<file path="config.mk">
export PLATFORM = sky130hd
export DESIGN_NAME = pwm_peripheral
export DESIGN_NICKNAME = d
export VERILOG_FILES = /design/src/rtl/pwm_pkg.sv /design/src/rtl/pwm_prescaler.sv /design/src/rtl/pwm_peripheral.sv
export SDC_FILE = /design/constraint.sdc
export NUM_CORES = 1
export LEC_CHECK = 0
export BUFFER_PORTS_ARGS = -buffer_cell sky130_fd_sc_hd__buf_2
export CAP_MARGIN = 15
export CORE_MARGIN = 8
export CORE_UTILIZATION = 39
export CTS_CLUSTER_SIZE = 12
export DETAILED_ROUTE_END_ITERATION = 6
export SLEW_MARGIN = 20
export SYNTH_ARGS = -nofsm -noshare
export SYNTH_HDL_FRONTEND = slang
export SYNTH_SLANG_ARGS = --single-unit
export TNS_END_PERCENT = 30
</file>
<file path="constraint.sdc">
create_clock -name clk -period 2.31 [get_ports clk]
set_input_delay 0.1155 -clock clk [delete_from_list [all_inputs] [get_ports clk]]
set_output_delay 0.1155 -clock clk [all_outputs]
set_load 0.02 [all_outputs]
</file>
<file path="src/rtl/pwm_pkg.sv">
// Shared definitions for the PWM peripheral.
//   PWM_STEPS : steps per PWM period (step counter range 0..PWM_STEPS-1)
//   DUTY_FULL : duty value that forces the PWM signal constantly high
//   STEP_W    : width of the step counter
//   pwm_state_e : controller FSM states
package pwm_pkg;

    localparam int unsigned PWM_STEPS = 256;
    localparam logic [7:0]  DUTY_FULL = 8'hFF;
    localparam int unsigned STEP_W    = $clog2(PWM_STEPS);

    typedef enum logic {
        IDLE,
        RUN
    } pwm_state_e;

endpackage

</file>
<file path="src/rtl/pwm_prescaler.sv">
// Clock prescaler: counts 0..CLK_DIV-1 and flags the last count with a tick.
//   clk   : system clock (rising edge)
//   rst_n : asynchronous active-low reset
//   clear : holds the count at 0 and suppresses tick
//   tick  : high for the one cycle the count sits at CLK_DIV-1
module pwm_prescaler #(
    parameter int unsigned CLK_DIV = 13
) (
    input  logic clk,
    input  logic rst_n,
    input  logic clear,
    output logic tick
);

    localparam int unsigned CNT_W = (CLK_DIV > 1) ? $clog2(CLK_DIV) : 1;
    localparam logic [CNT_W-1:0] CNT_MAX = CNT_W'(CLK_DIV - 1);

    logic [CNT_W-1:0] cnt_q, cnt_d;

    always_comb begin
        tick  = !clear && (cnt_q == CNT_MAX);
        cnt_d = cnt_q;
        if (clear || (cnt_q == CNT_MAX)) begin
            cnt_d = '0;
        end else begin
            cnt_d = cnt_q + 1'b1;
        end
    end

    always_ff @(posedge clk or negedge rst_n) begin
        if (!rst_n) begin
            cnt_q <= '0;
        end else begin
            cnt_q <= cnt_d;
        end
    end

endmodule

</file>
<file path="src/rtl/pwm_peripheral.sv">
// 16-channel PWM peripheral with one shared, phase-aligned period counter.
//   clk            : system clock (rising edge)
//   rst_n          : asynchronous active-low reset
//   en_reg_out     : per-channel output enable
//   en_reg_pwm     : per-channel PWM mode (0 = static high when enabled)
//   pwm_duty_cycle : shared duty, sampled at period boundaries only
//   out            : registered channel outputs
//   period_start   : registered one-cycle pulse at step 0 of each period
module pwm_peripheral
    import pwm_pkg::*;
#(
    parameter int unsigned CLK_DIV = 13
) (
    input  logic        clk,
    input  logic        rst_n,
    input  logic [15:0] en_reg_out,
    input  logic [15:0] en_reg_pwm,
    input  logic [7:0]  pwm_duty_cycle,
    output logic [15:0] out,
    output logic        period_start
);

    localparam logic [STEP_W-1:0] STEP_LAST = STEP_W'(PWM_STEPS - 1);

    pwm_state_e        state_q, state_d;
    logic [STEP_W-1:0] step_q, step_d;
    logic [7:0]        duty_q, duty_d;
    // Mirrors "prescaler count == 0" without exporting the count.
    logic              presc_zero_q, presc_zero_d;
    logic [15:0]       out_q, out_d;
    logic              period_start_q, period_start_d;

    logic any_pwm;
    logic run_now;
    logic tick;
    logic pwm_level;

    assign any_pwm = |(en_reg_out & en_reg_pwm);
    // Leaving RUN this cycle counts as not running, so exit beats a wrap.
    assign run_now = (state_q == RUN) && any_pwm;

    pwm_prescaler #(
        .CLK_DIV (CLK_DIV)
    ) u_prescaler (
        .clk   (clk),
        .rst_n (rst_n),
        .clear (!run_now),
        .tick  (tick)
    );

    always_comb begin
        state_d      = state_q;
        step_d       = step_q;
        duty_d       = duty_q;
        presc_zero_d = presc_zero_q;
        unique case (state_q)
            IDLE: begin
                step_d       = '0;
                presc_zero_d = 1'b1;
                if (any_pwm) begin
                    state_d = RUN;
                    duty_d  = pwm_duty_cycle;
                end
            end
            RUN: begin
                if (!any_pwm) begin
                    state_d      = IDLE;
                    step_d       = '0;
                    presc_zero_d = 1'b1;
                end else begin
                    presc_zero_d = tick;
                    if (tick) begin
                        step_d = step_q + 1'b1;
                        if (step_q == STEP_LAST) begin
                            duty_d = pwm_duty_cycle;
                        end
                    end
                end
            end
        endcase
    end

    always_comb begin
        pwm_level = (state_q == RUN) && ((duty_q == DUTY_FULL) || (step_q < duty_q));
        out_d          = en_reg_out & (~en_reg_pwm | {16{pwm_level}});
        period_start_d = run_now && (step_q == '0) && presc_zero_q;
    end

    always_ff @(posedge clk or negedge rst_n) begin
        if (!rst_n) begin
            state_q        <= IDLE;
            step_q         <= '0;
            duty_q         <= 8'h00;
            presc_zero_q   <= 1'b1;
            out_q          <= 16'h0000;
            period_start_q <= 1'b0;
        end else begin
            state_q        <= state_d;
            step_q         <= step_d;
            duty_q         <= duty_d;
            presc_zero_q   <= presc_zero_d;
            out_q          <= out_d;
            period_start_q <= period_start_d;
        end
    end

    assign out          = out_q;
    assign period_start = period_start_q;

endmodule
</file>
==> results.json <==
{
  "ir_drop_uv": 439.2,
  "start_kind": "flop",
  "grt_pass1_wl_mm": 7.286,
  "cp-end-kind": "flop",
  "drc_errors": 0,
  "seq_power_share_pct": 41.3,
  "port_buffers": 58,
  "max_slew_margin_pct": 42.29,
  "final_core_utilization_pct": 51.41,
  "p_switching_uw": 690.8,
  "antenna_found_initial": 0,
  "vias": 1353,
  "ys_top_cells_by_area": "dfrtp_1, ha_1, a21boi_0, mux2_4, inv_1",
  "nNetsFinal": 274,
  "outcome": "finished, final reports clean",
  "numCtsBuffers": 5,
  "sw_frac_of_total_pct": 30.63,
  "critPathMaxStageDelay_ns": 0.42,
  "drive_above_1_share_pct": 39.64,
  "placement_rows": 25,
  "pwr-share-comb_pct": 28.4,
  "ctsLongestPathBuffers": 2,
  "drt_wl_total_mm": 4.122,
  "yosysTopAreaCell": "dfrtp_1",
  "internal_power_uw": 1564,
  "grt_pass1_vias": 1556,
  "finalNonFillerCells": 276,
  "leakagePower_uw": 0.001218,
  "synth_nets": 205,
  "tritoncts": "done",
  "cp_slowest_cell": "dfrtp_1",
  "min_period_ns": 1.949,
  "start_util_pct": 39.97,
  "grtUsageTotal_pct": 12.50,
  "syn_area_mm2": 0.001863,
  "synth-warning-count": 0,
  "maxCapViolations": 0,
  "core_mm2": 0.004661,
  "routabilityCongestion": 0.7316,
  "worst_ep_arrival_time_ns": 2.12,
  "n_antenna_cell": 0,
  "synth.distinct_cells": 36,
  "h-tree-depth": 2,
  "async_flop_share_pct": 100.0,
  "rsz0062_at_grt": "no",
  "ys_seq_area_share_pct": 52.45,
  "synthCells": 152,
  "gr-total-overflow": 0,
  "io_pins": 59,
  "die_h_um": 85.12,
  "hp-class": "input pin to flop",
  "setup_viol": 0,
  "power_frac_clock_pct": 30.3,
  "hold_viol_final": 0,
  "fin_ws_ns": 0.3609,
  "ys_ff_latch": 39,
  "grt_max_degree": 40,
  "pre_cts_slack_ns": -0.01834,
  "crit_required_ns": 2.49,
  "path_class": "flop to flop",
  "yosys-top-cells-count": "dfrtp_1, a21boi_0, inv_1, ha_1, nor2_1",
  "dp.final_hpwl_mm": 3.226,
  "path_clk_slew_ns": 0.08,
  "post-route-period-util_pct": 84.38,
  "via_per_inst": 4.902,
  "die_w_um": 85.12,
  "drtIter0Drc": 67,
  "synth_most_common_cell": "dfrtp_1",
  "power_uw": 2255,
  "whs_ns": 0.01322,
  "cp_cell_sequence": "inv_1 > ha_1 > and3_1 > nand4_4 > o21ai_1 > nand2b_1 > mux2_4",
  "tightest_slew_ns": 0.8656,
  "insertion_delay_ns": 0.29,
  "clock-root-buffer": "clkbuf_8",
  "synth.avg_cell_area_um2": 12.26,
  "syn_to_final_growth_pct": 28.61,
  "antenna_left": 0,
  "ys.flop_type": "dfrtp_1",
  "critPathMaxFanout": 8,
  "dieArea_mm2": 0.007245,
  "power.density_mw_per_mm2": 941.1,
  "drv_slew": 0,
  "synth_top_area_share_pct": 51.04,
  "final.setup_skew_ns": 0.006423,
  "cts.sinks": 39,
  "dp.cells": 267,
  "fmax_ghz": 0.5131,
  "drt-pass1-iter-count": 4,
  "synth_edf_count": 0,
  "routedWlPerCell_um": 14.93
}
==> registers in the layout, summed over array words and instances, names as in the netlist <==
register and cells:
state_q 1, out 16, u_prescaler.cnt_q 4, period_start 1
presc_zero_q 1, step_q 8, duty_q 8
==> worst max-delay path, delay by kind of cell, from the launching register on <==
| family | cells | cell delay [ns] |
|---|---|---|
| compound gates | 1 | 0.15 |
| fa+ha+maj | 1 | 0.13 |
| buf+inv | 1 | 0.07 |
| flops | 1 | 0.42 |
| mux | 1 | 0.41 |
| simple gates | 3 | 0.66 |
==> metal layers <==
metal  vias up  track usage, %  wire (µm)
li1        673               -          -
met1       629           15.06       1811
met2        45           19.18       1863
met3         6           6.467        407
met4         0           2.913         39
met5         -               0          0
==> cell type report <==
class | instances | area, µm²
inverter | 12 | 45.04
multi-input combinational | 97 | 817.0
fill | 409 | 2265
clock inverter | 3 | 67.56
timing repair buffer | 66 | 352.8
clock buffer | 5 | 68.82
tap | 54 | 67.56
sequential | 39 | 977.2
==> layout by cell type, fill, tap and decap left out, types with 2 or more instances in the layout <==
master     instances
xnor2_1            4
mux2_4             8
a221oi_2           2
nand2b_1           2
nand4_1            2
nor2_1            11
dfrtp_1           38
nor3b_1            2
inv_1             12
nand3_1            4
ha_1              11
nor3_1             4
bufinv_16          2
nand2_1            4
buf_4              7
buf_2             58
xor2_1             5
a21boi_0          16
a221oi_1           2
a22o_1             4
and3_1             2
clkbuf_8           5
==> power by group through the flow <==
stage	Clock, µW	Sequential [µW]	Combinational [µW]
after floorplan	0	1010	345
after CTS	692	932	653
after global routing	732	953	735
after global placement	0	938	639
after detailed placement	0	942	650
final	682	931	641
==> through the flow <==
stage | cell area, µm² | TNS, ns
2_1_floorplan | 1863 | 0
3_3_place_gp | 2242 | 0
3_5_place_dp | 2242 | -0.05968
4_1_cts | 2396 | 0
5_1_grt | 2396 | 0
6_report | 2396 | 0
==> cells by family after synthesis <==
logic type	Yosys count	synth area share (%)
xor gates and xnor gates	9	4.231
adders and majority gates	11	7.387
and+or+nand+nor	37	11.28
buffers and inverters	16	4.096
AOI/OAI and AO/OA	31	13.57
DFF	39	52.45
muxes	9	6.985
==> final timing paths <==
kind	startpoint	slack, ns	end	cells past startpoint
worst max-delay path	u_prescaler.cnt_q[0]$_DFF_PN0_	0.36	duty_q[1]$_DFFE_PN0P_	7
worst min-delay path	en_reg_pwm[6]	0.01	out[6]$_DFF_PN0_	2
worst max register to register	u_prescaler.cnt_q[0]$_DFF_PN0_	0.36	duty_q[1]$_DFFE_PN0P_	7
worst min register to register	u_prescaler.cnt_q[0]$_DFF_PN0_	0.50	u_prescaler.cnt_q[0]$_DFF_PN0_	1
max in group asynchronous	rst_n	1.29	u_prescaler.cnt_q[0]$_DFF_PN0_	2
min in group asynchronous	rst_n	0.48	u_prescaler.cnt_q[2]$_DFF_PN0_	2
==> repair_timing <==
item                                   CTS  global route
setup buffers                            0             0
setup endpoints to repair                3             0
endpoints found under the hold margin   38             0
resized for setup                        1             0
hold buffers                             1             0
No activity file was read; power rests on OpenSTA's default activity.
